### src/rtl/timer_ctrl.sv
// timer_ctrl: register-mapped timer with free-run, clear-on-compare and
// one-shot modes, W1C status flags and a registered level interrupt.
// Optional feature macro: TIMER_CTRL_PRESCALER_EN enables the CTRL presc
// field. Without it the timer ticks every RUN clock and presc reads 0.
module timer_ctrl #(
    parameter int CNT_W   = 32,
    parameter int PRESC_W = 8
) (
    input  logic             clk,
    input  logic             reset,
    input  logic             wr_en,
    input  logic             rd_en,
    input  logic [1:0]       addr,
    input  logic [CNT_W-1:0] wr_data,
    output logic [CNT_W-1:0] rd_data,
    output logic             rd_valid,
    output logic             irq_timer,
    output logic [CNT_W-1:0] timer_cnt
);

    typedef enum logic [1:0] {
        IDLE = 2'b00,
        RUN  = 2'b01,
        DONE = 2'b10
    } state_t;

    localparam logic [1:0] A_CTRL    = 2'd0;
    localparam logic [1:0] A_COMPARE = 2'd1;
    localparam logic [1:0] A_COUNT   = 2'd2;
    localparam logic [1:0] A_STATUS  = 2'd3;

    localparam logic [1:0] M_FREE = 2'b01;
    localparam logic [1:0] M_CLR  = 2'b10;
    localparam logic [1:0] M_ONE  = 2'b11;

    localparam logic [CNT_W-1:0] CNT_ONE = CNT_W'(1);

    state_t             state_q, state_d;
    logic [1:0]         mode_q;
    logic               ovf_ie_q, cmp_ie_q;
    logic [CNT_W-1:0]   compare_q, count_q, cnt_d;
    logic               ovf_q, cmp_q;
    logic               ovf_set, cmp_set, to_done;
    logic               tick, eff_tick;
    logic [PRESC_W-1:0] presc_rd;
    logic [CNT_W-1:0]   rd_mux;

    logic wr_ctrl, wr_compare, wr_count, wr_status, start, stop;

    assign wr_ctrl    = wr_en && (addr == A_CTRL);
    assign wr_compare = wr_en && (addr == A_COMPARE);
    assign wr_count   = wr_en && (addr == A_COUNT);
    assign wr_status  = wr_en && (addr == A_STATUS);
    assign start      = wr_ctrl && (wr_data[1:0] != 2'b00);
    assign stop       = wr_ctrl && (wr_data[1:0] == 2'b00);

`ifdef TIMER_CTRL_PRESCALER_EN
    localparam logic [PRESC_W-1:0] PRESC_ONE = PRESC_W'(1);

    logic [PRESC_W-1:0] presc_q, presc_cnt_q;

    assign tick     = (state_q == RUN) && (presc_cnt_q == presc_q);
    assign presc_rd = presc_q;

    // Prescaler divider: restarts on a tick, a timer start or a COUNT load
    always_ff @(posedge clk) begin
        if (reset)
            presc_cnt_q <= '0;
        else if (start || wr_count || tick)
            presc_cnt_q <= '0;
        else if (state_q == RUN)
            presc_cnt_q <= presc_cnt_q + PRESC_ONE;
    end

    // Stored prescaler field
    always_ff @(posedge clk) begin
        if (reset)
            presc_q <= '0;
        else if (wr_ctrl)
            presc_q <= wr_data[4 +: PRESC_W];
    end
`else
    assign tick     = (state_q == RUN);
    assign presc_rd = '0;
`endif

    // Any CTRL or COUNT write overrides the counting action of this clock
    assign eff_tick = tick && !wr_ctrl && !wr_count;

    // Next counter value, flag sets and next FSM state
    always_comb begin
        cnt_d   = count_q;
        ovf_set = 1'b0;
        cmp_set = 1'b0;
        to_done = 1'b0;
        state_d = state_q;
        if (eff_tick) begin
            case (mode_q)
                M_FREE: begin
                    cnt_d   = count_q + CNT_ONE;
                    ovf_set = (count_q == '1);
                end
                M_CLR: begin
                    if (count_q == compare_q) begin
                        cnt_d   = '0;
                        cmp_set = 1'b1;
                    end else begin
                        cnt_d   = count_q + CNT_ONE;
                        ovf_set = (count_q == '1);
                    end
                end
                M_ONE: begin
                    if (count_q == compare_q) begin
                        cmp_set = 1'b1;
                        to_done = 1'b1;
                    end else begin
                        cnt_d   = count_q + CNT_ONE;
                        ovf_set = (count_q == '1);
                    end
                end
                default: ;
            endcase
        end
        if (start)
            state_d = RUN;
        else if (stop)
            state_d = IDLE;
        else if (to_done)
            state_d = DONE;
    end

    // FSM state register
    always_ff @(posedge clk) begin
        if (reset)
            state_q <= IDLE;
        else
            state_q <= state_d;
    end

    // CTRL mode/enable fields and COMPARE register
    always_ff @(posedge clk) begin
        if (reset) begin
            mode_q    <= 2'b00;
            ovf_ie_q  <= 1'b0;
            cmp_ie_q  <= 1'b0;
            compare_q <= '0;
        end else begin
            if (wr_ctrl) begin
                mode_q   <= wr_data[1:0];
                ovf_ie_q <= wr_data[2];
                cmp_ie_q <= wr_data[3];
            end
            if (wr_compare)
                compare_q <= wr_data;
        end
    end

    // Counter: start clears, COUNT write loads, otherwise follow tick logic
    always_ff @(posedge clk) begin
        if (reset)
            count_q <= '0;
        else if (start)
            count_q <= '0;
        else if (wr_count)
            count_q <= wr_data;
        else
            count_q <= cnt_d;
    end

    // Status flags: hardware set beats a same-clock W1C
    always_ff @(posedge clk) begin
        if (reset) begin
            ovf_q <= 1'b0;
            cmp_q <= 1'b0;
        end else begin
            ovf_q <= ovf_set | (ovf_q & ~(wr_status & wr_data[0]));
            cmp_q <= cmp_set | (cmp_q & ~(wr_status & wr_data[1]));
        end
    end

    // Registered interrupt from current flags and enables
    always_ff @(posedge clk) begin
        if (reset)
            irq_timer <= 1'b0;
        else
            irq_timer <= (ovf_q & ovf_ie_q) | (cmp_q & cmp_ie_q);
    end

    // Read mux of pre-write register values
    always_ff @(posedge clk) begin
        if (reset) begin
            rd_data  <= '0;
            rd_valid <= 1'b0;
        end else begin
            rd_valid <= rd_en;
            if (rd_en)
                rd_data <= rd_mux;
        end
    end

    // Register read decode
    always_comb begin
        rd_mux = '0;
        case (addr)
            A_CTRL: begin
                rd_mux[1:0]         = mode_q;
                rd_mux[2]           = ovf_ie_q;
                rd_mux[3]           = cmp_ie_q;
                rd_mux[4 +: PRESC_W] = presc_rd;
            end
            A_COMPARE: rd_mux = compare_q;
            A_COUNT:   rd_mux = count_q;
            default: begin
                rd_mux[0]   = ovf_q;
                rd_mux[1]   = cmp_q;
                rd_mux[3:2] = state_q;
            end
        endcase
    end

    assign timer_cnt = count_q;

endmodule
### config.mk
export PLATFORM = sky130hd
export DESIGN_NAME = timer_ctrl
export DESIGN_NICKNAME = d
export VERILOG_FILES = /design/src/rtl/timer_ctrl.sv
export SDC_FILE = /design/constraint.sdc
export NUM_CORES = 1
export LEC_CHECK = 0
export BUFFER_PORTS_ARGS = -buffer_cell sky130_fd_sc_hd__buf_2
export CAP_MARGIN = 20
export CORE_MARGIN = 5
export CORE_UTILIZATION = 35
export DETAILED_ROUTE_END_ITERATION = 16
export REMOVE_ABC_BUFFERS = 1
export SYNTH_ARGS = -nofsm -noshare
export SYNTH_HDL_FRONTEND = slang
export SYNTH_SLANG_ARGS = --single-unit
### constraint.sdc
create_clock -name clk -period 6.1 [get_ports clk]
set_input_delay 1.83 -clock clk [delete_from_list [all_inputs] [get_ports clk]]
set_output_delay 1.83 -clock clk [all_outputs]
set_load 0.01 [all_outputs]
* Yosys cells after proc, flatten, opt, wreduce, memory -nomap -nowiden
Cells that the tools add are included.
** Storage, ports and cells
- Bits in registers :: 106
- Bits of input ports :: 38
- Output and inout bits :: 66
- Word-level logic and storage cells :: 73
** Operators by class
- $add $sub $neg :: 1
- Equality and inequality tests :: 10
- Multiplexer cells :: 19
- Bitwise operators :: 11
- Reductions and logical operators :: 20
** Operators by type and width (count)
- 32-bit two-way mux :: 4
- 32-bit one-hot mux with 3 select lines :: 1
- 20-bit one-hot mux with 2 select lines :: 1
- 32-bit by 1-bit adder with 32-bit output, second input constant :: 1
- 32-bit == test :: 1
- 32-bit == test, second input constant :: 1
- 8-bit one-hot mux with 2 select lines :: 1
- 4-bit one-hot mux with 3 select lines :: 1
- 1-bit two-way mux :: 10
- 2-bit == test, second input constant :: 4
- 1-bit logical AND :: 8
- 1-bit AND :: 6
- 2-bit by 1-bit == test with 1-bit output, second input constant :: 3
- 2-bit logical NOT :: 2
- 2-bit nonzero test :: 2
- 4-bit nonzero test :: 1
- 2-bit OR reduction :: 2
- 3-bit != test, second input constant :: 1
- 1-bit OR :: 3
- 3-bit AND reduction :: 1
- 3-bit nonzero test :: 1
- 3-bit OR reduction :: 1
- 1-bit logical NOT :: 2
- 1-bit inverter :: 2
- 1-bit one-hot mux with 2 select lines :: 1

* Logic depth before layout (Yosys ltp)
- Depth after elaboration :: 9
- Mapped depth :: 10
- Depth with buffers taken out :: 8

* Worst setup path before layout
No wires, ideal clock.
- Kind :: input-to-reg
- Start :: in addr[0]
- End :: reg count_q[22], in the netlist timer_cnt[22]
- Library setup time :: 92 ps
- Arrival :: 3429 ps
- Required time :: 6008 ps
- Slack :: 2579 ps
- Stages :: 9
- Buffers on the path :: 4
- Cell sequence :: inv_1 -> ha_1 -> clkbuf_1 -> and2_1 -> clkbuf_1 -> clkbuf_1 -> clkbuf_1 -> a22oi_1 -> o32ai_1
** Between the ends
- Cells in the longest elaborated chain, start to end :: 7
- Elaborated cells on any way between the ends :: 15
- Classes of those cells :: eq/ne (2); mux (1); reduce/logical (12)
** RTL lines
- from (decl) :: line 13 : input logic [1:0] addr,
- 2-bit logical NOT :: line 50 : assign wr_ctrl = wr_en && (addr == A_CTRL);
- 1-bit logical AND :: line 50
- 1-bit logical NOT :: line 88 : assign eff_tick = tick && !wr_ctrl && !wr_count;
- 1-bit logical AND (2 in series) :: line 88
- 2-bit nonzero test (no source line)
- 3-bit AND reduction (no source line)
- to (signal assigned) :: line 165 : count_q <= wr_data;
- to (signal assigned) :: line 167 : count_q <= cnt_d;
- to (decl) :: line 41 : logic [CNT_W-1:0] compare_q, count_q, cnt_d;
Parallel ways exist; a longest one is shown, timed or not.
A chain may end at the register's enable or synchronous reset.

* Worst setup path in the final report
- Start :: in addr[0]
- End :: reg count_q[9], in the netlist timer_cnt[9]
Same word-level chain as after synthesis.

==> tab_implementation.tex <==
\begin{tabular}{lr}
\hline
Metric & Value \\
\hline
\multicolumn{2}{l}{\textbf{Die}} \\
Area of the die & 19300 sq um \\
Die X & 139 um \\
Standard cell core area & 16500 sq um \\
Number of placement rows & 47 \\
Die span in y & 139 um \\
Starting Density & 35.3\% \\
\# IOs & 104 \\
\multicolumn{2}{l}{\textbf{Critical path}} \\
Type of destination of the critical path & flop \\
Critical Path Source Type & primary input \\
Required time of the critical path & 6.34 ns \\
Reg2Reg Setup Slack & 2.97 ns \\
R2R Path Start & timer\_cnt[13] \\
Cell count of the worst reg-to-reg path & 6 \\
Worst-path fanout max & 20 \\
Capturing point of the worst reg2reg path & timer\_cnt[25] \\
Endpoint arrival time on the critical path & 4.33 ns \\
CP Class & in -> reg \\
\multicolumn{2}{l}{\textbf{Route}} \\
Number of design rule violations left after detail routing & 0 \\
Starting DRC count in detailed routing & 416 \\
Via-to-Cell Ratio & 5.49 \\
Number of vias in the routed layout & 5579 \\
Post-route antenna net violation count & 0 \\
Post-Route WL & 19000 um \\
Routed wire per std cell & 18.7 um \\
Total iterations of the first detailed-routing run & 6 \\
\multicolumn{2}{l}{\textbf{Place}} \\
Inst Count DP & 1001 \\
Pre-CTS setup slack & 1.69 ns \\
Final GP Congestion & 0.881 \\
Count of port buffers added during placement & 103 \\
Detailed placement HPWL & 13100 um \\
\multicolumn{2}{l}{\textbf{STA}} \\
Transition time of the tightest slew-check pin & 1.14 ns \\
Final hold slack & 0.483 ns \\
Number of setup violations in the final report & 0 \\
Highest attainable clock frequency & 244 MHz \\
Worst max-slew margin expressed relative to the limit & 23.6\% \\
Final period utilization & 67.1\% \\
Slew Limit Fails & 0 \\
Clock Skews & 0.00907 ns \\
Final critical path time including I/O delays and setup & 4.09 ns \\
Count of endpoints failing hold in the final timing report & 0 \\
Final-layout setup total negative slack & 0 ns \\
Final worst setup slack & 2.01 ns \\
Setup repair after global routing missed its margin & false \\
\multicolumn{2}{l}{\textbf{CTS}} \\
Clock transition time at the flip-flop clock pins of the worst setup and hold paths & 0.07 ns \\
Buffer count from post-CTS setup fixing & 0 \\
Sink Count & 106 \\
CTS Buf Count & 9 \\
Maximum number of buffers from clock root to sink & 2 \\
H-tree depth & 3 \\
Cell at the root of the clock tree & sky130\_fd\_sc\_hd\_\_clkbuf\_16 \\
Gates resized, CTS repair & 0 \\
CTS tree & built \\
Worst-Skew Late Latency & 0.36 ns \\
Hold buffers post-CTS & 0 \\
\multicolumn{2}{l}{\textbf{Synth}} \\
Share of async-settable or async-resettable flops after synthesis & 0\% \\
Sequential element share of the synthesized area & 36.5\% \\
Post-synth EDFFs & 0 \\
Number of register bits inferred by synthesis & 106 \\
YS warnings & 0 \\
Synth unique cells & 51 \\
Syn Area/Cell & 7.93 sq um \\
Number of instances in the synthesized netlist & 734 \\
Main synth FF type & sky130\_fd\_sc\_hd\_\_dfxtp\_1 \\
Mapped Area & 5820 sq um \\
\multicolumn{2}{l}{\textbf{Job}} \\
Count of max-cap constraint violations & 0 \\
\multicolumn{2}{l}{\textbf{GRT}} \\
Total congestion overflow & 0 \\
Vias in the first global route & 5324 \\
Initial antenna violation count & 0 \\
First-pass GRT wire length & 30200 um \\
Largest net degree at the start of global routing & 76 \\
GRT Resource Usage Total & 19.3\% \\
\multicolumn{2}{l}{\textbf{Final layout}} \\
Final cell count without fillers & 1016 \\
Antenna diodes & 0 \\
Footprint of the flip-flops and latches & 2120 sq um \\
Share of cells above drive strength 1 & 16.6\% \\
Number of fillers in the final layout & 1784 \\
Leading cell type in the layout, fill and taps excluded & sky130\_fd\_sc\_hd\_\_nand2\_1 \\
Area growth syn-to-layout & 14.4\% \\
Commonest cells after routing, fill and taps aside & 137 x sky130\_fd\_sc\_hd\_\_nand2\_1, 106 x sky130\_fd\_sc\_hd\_\_dfxtp\_1, 103 x sky130\_fd\_sc\_hd\_\_buf\_2 \\
End-of-flow core utilization & 40.4\% \\
Post-layout nets & 839 \\
Area used by multi-input combinational logic & 3380 sq um \\
\multicolumn{2}{l}{\textbf{Power}} \\
VDD IR max & 0.000127 V \\
Leak Pwr & 2.73 nW \\
Ratio of total power to cell area & 222 nW/um\^{}2 \\
\multicolumn{2}{l}{\textbf{Min path}} \\
Tightest Hold Check Type & reg -> reg \\
Worst Hold Path Cells & 2 \\
Hold worst-path end & compare\_q[31] \\
Hold path start & compare\_q[31] \\
\multicolumn{2}{l}{\textbf{Run status}} \\
Result of the run & complete, no violations \\
\hline
\end{tabular}
cell usage after synthesis, types with 2 or more instances:
cell	n	area share, %
sky130_fd_sc_hd__o21ai_0	10	0.86
sky130_fd_sc_hd__or3_1	3	0.32
sky130_fd_sc_hd__dfxtp_1	106	36
sky130_fd_sc_hd__o21ai_1	3	0.26
sky130_fd_sc_hd__inv_1	4	0.26
sky130_fd_sc_hd__clkbuf_1	45	2.9
sky130_fd_sc_hd__buf_2	12	1.0
sky130_fd_sc_hd__and2_1	11	1.2
sky130_fd_sc_hd__nor3_1	3	0.26
sky130_fd_sc_hd__nor2b_1	31	3.3
sky130_fd_sc_hd__a22oi_1	3	0.39
sky130_fd_sc_hd__o31ai_1	9	1.2
sky130_fd_sc_hd__a21oi_1	71	6.1
sky130_fd_sc_hd__nand3b_1	2	0.26
sky130_fd_sc_hd__o31a_1	6	0.90
sky130_fd_sc_hd__o211ai_1	14	1.8
sky130_fd_sc_hd__a22o_1	34	5.1
sky130_fd_sc_hd__o311a_1	4	0.69
sky130_fd_sc_hd__nand4_1	10	1.1
sky130_fd_sc_hd__o41ai_1	2	0.30
sky130_fd_sc_hd__nand2_1	137	8.8
sky130_fd_sc_hd__o32ai_1	4	0.60
sky130_fd_sc_hd__a32o_1	8	1.4
sky130_fd_sc_hd__ha_1	9	1.9
sky130_fd_sc_hd__nor4_2	4	0.86
sky130_fd_sc_hd__buf_4	3	0.39
sky130_fd_sc_hd__a31o_1	3	0.45
sky130_fd_sc_hd__mux2i_1	4	0.69
sky130_fd_sc_hd__and4_1	8	1.2
sky130_fd_sc_hd__o211a_1	2	0.34
sky130_fd_sc_hd__nand2b_1	2	0.21
sky130_fd_sc_hd__a211o_1	2	0.30
sky130_fd_sc_hd__nor4_1	8	0.86
sky130_fd_sc_hd__a222oi_1	4	0.69
sky130_fd_sc_hd__nor2_1	54	3.5
sky130_fd_sc_hd__o22ai_1	7	0.75
sky130_fd_sc_hd__xor2_1	33	5.0
sky130_fd_sc_hd__buf_6	5	0.97
sky130_fd_sc_hd__a2bb2oi_1	3	0.45
sky130_fd_sc_hd__nand3_1	14	1.2
sky130_fd_sc_hd__a31oi_1	3	0.32
sky130_fd_sc_hd__a211oi_1	12	1.5
sky130_fd_sc_hd__and3_1	14	1.5
critical path: stages:
cell and delay, ns:
sky130_fd_sc_hd__buf_2 0.10, sky130_fd_sc_hd__inv_1 0.06, sky130_fd_sc_hd__ha_1 0.29, sky130_fd_sc_hd__and2_1 0.26
sky130_fd_sc_hd__nor2_1 0.13, sky130_fd_sc_hd__nand2_1 0.41, sky130_fd_sc_hd__nand2_1 0.55, sky130_fd_sc_hd__nand2_1 0.28
sky130_fd_sc_hd__o311a_1 0.42
registers in the layout, summed over array words and instances, names as in the netlist:
signal and count:
rd_data 32, ovf_q 1, rd_valid 1, cmp_ie_q 1, state_q 2, compare_q 32
ovf_ie_q 1, mode_q 2, timer_cnt 32, irq_timer 1, cmp_q 1
logic make-up after synthesis:
logic type,count (synthesis),share of synthesized area [%]
XOR/XNOR,33,4.97
buffers and inverters,69,5.55
multiplexers,4,0.688
AO/OA/AOI/OAI,209,25.4
AND/OR/NAND/NOR,304,25.0
adder cells (fa/ha/maj),9,1.93
flip-flops,106,36.5
metrics by stage:
stage | total power [W] | instance area [sq um]
final | 0.00148 | 6660
after global placement | 0.000909 | 6370
after global routing | 0.00154 | 6660
after floorplan | 0.000827 | 5510
after detailed placement | 0.000910 | 6370
after CTS | 0.00150 | 6660
final cells by class:
type                            count  area share, %
Multi-Input combinational cell    559           50.7
Sequential cell                   106           31.9
Tap cell                          220           4.13
Clock buffer                       12           3.70
Clock inverter                      3          0.601
Inverter                            4          0.225
Timing Repair Buffer              112           8.75
where the power goes:
group | total [W] | leakage, nW | switching [W] | internal [W]
sequential | 0.000729 | 0.858 | 0.0000219 | 0.000707
combinational | 0.000165 | 1.73 | 0.000111 | 0.0000542
clock | 0.000586 | 0.142 | 0.000259 | 0.000327
layer usage:
metal	vias up	track usage, %	routed length, um
li1	2749	-	-
met4	0	5.25	370
met2	175	31.2	8760
met3	31	4.00	1120
met5	-	0	0
met1	2624	26.1	8750
how the worst max path moves through the flow:
stage	startpoint	to	slack (ns)	depth (start not counted)
6_report	addr[0]	timer_cnt[9]	2.01	9
5_1_grt	addr[0]	timer_cnt[9]	1.79	9
3_5_place_dp	addr[0]	timer_cnt[9]	1.69	9
3_3_place_gp	addr[0]	timer_cnt[9]	1.78	9
2_1_floorplan	addr[0]	timer_cnt[27]	1.73	6
4_1_cts	addr[0]	timer_cnt[9]	2.05	9
Power figures use the tool's default switching activity.
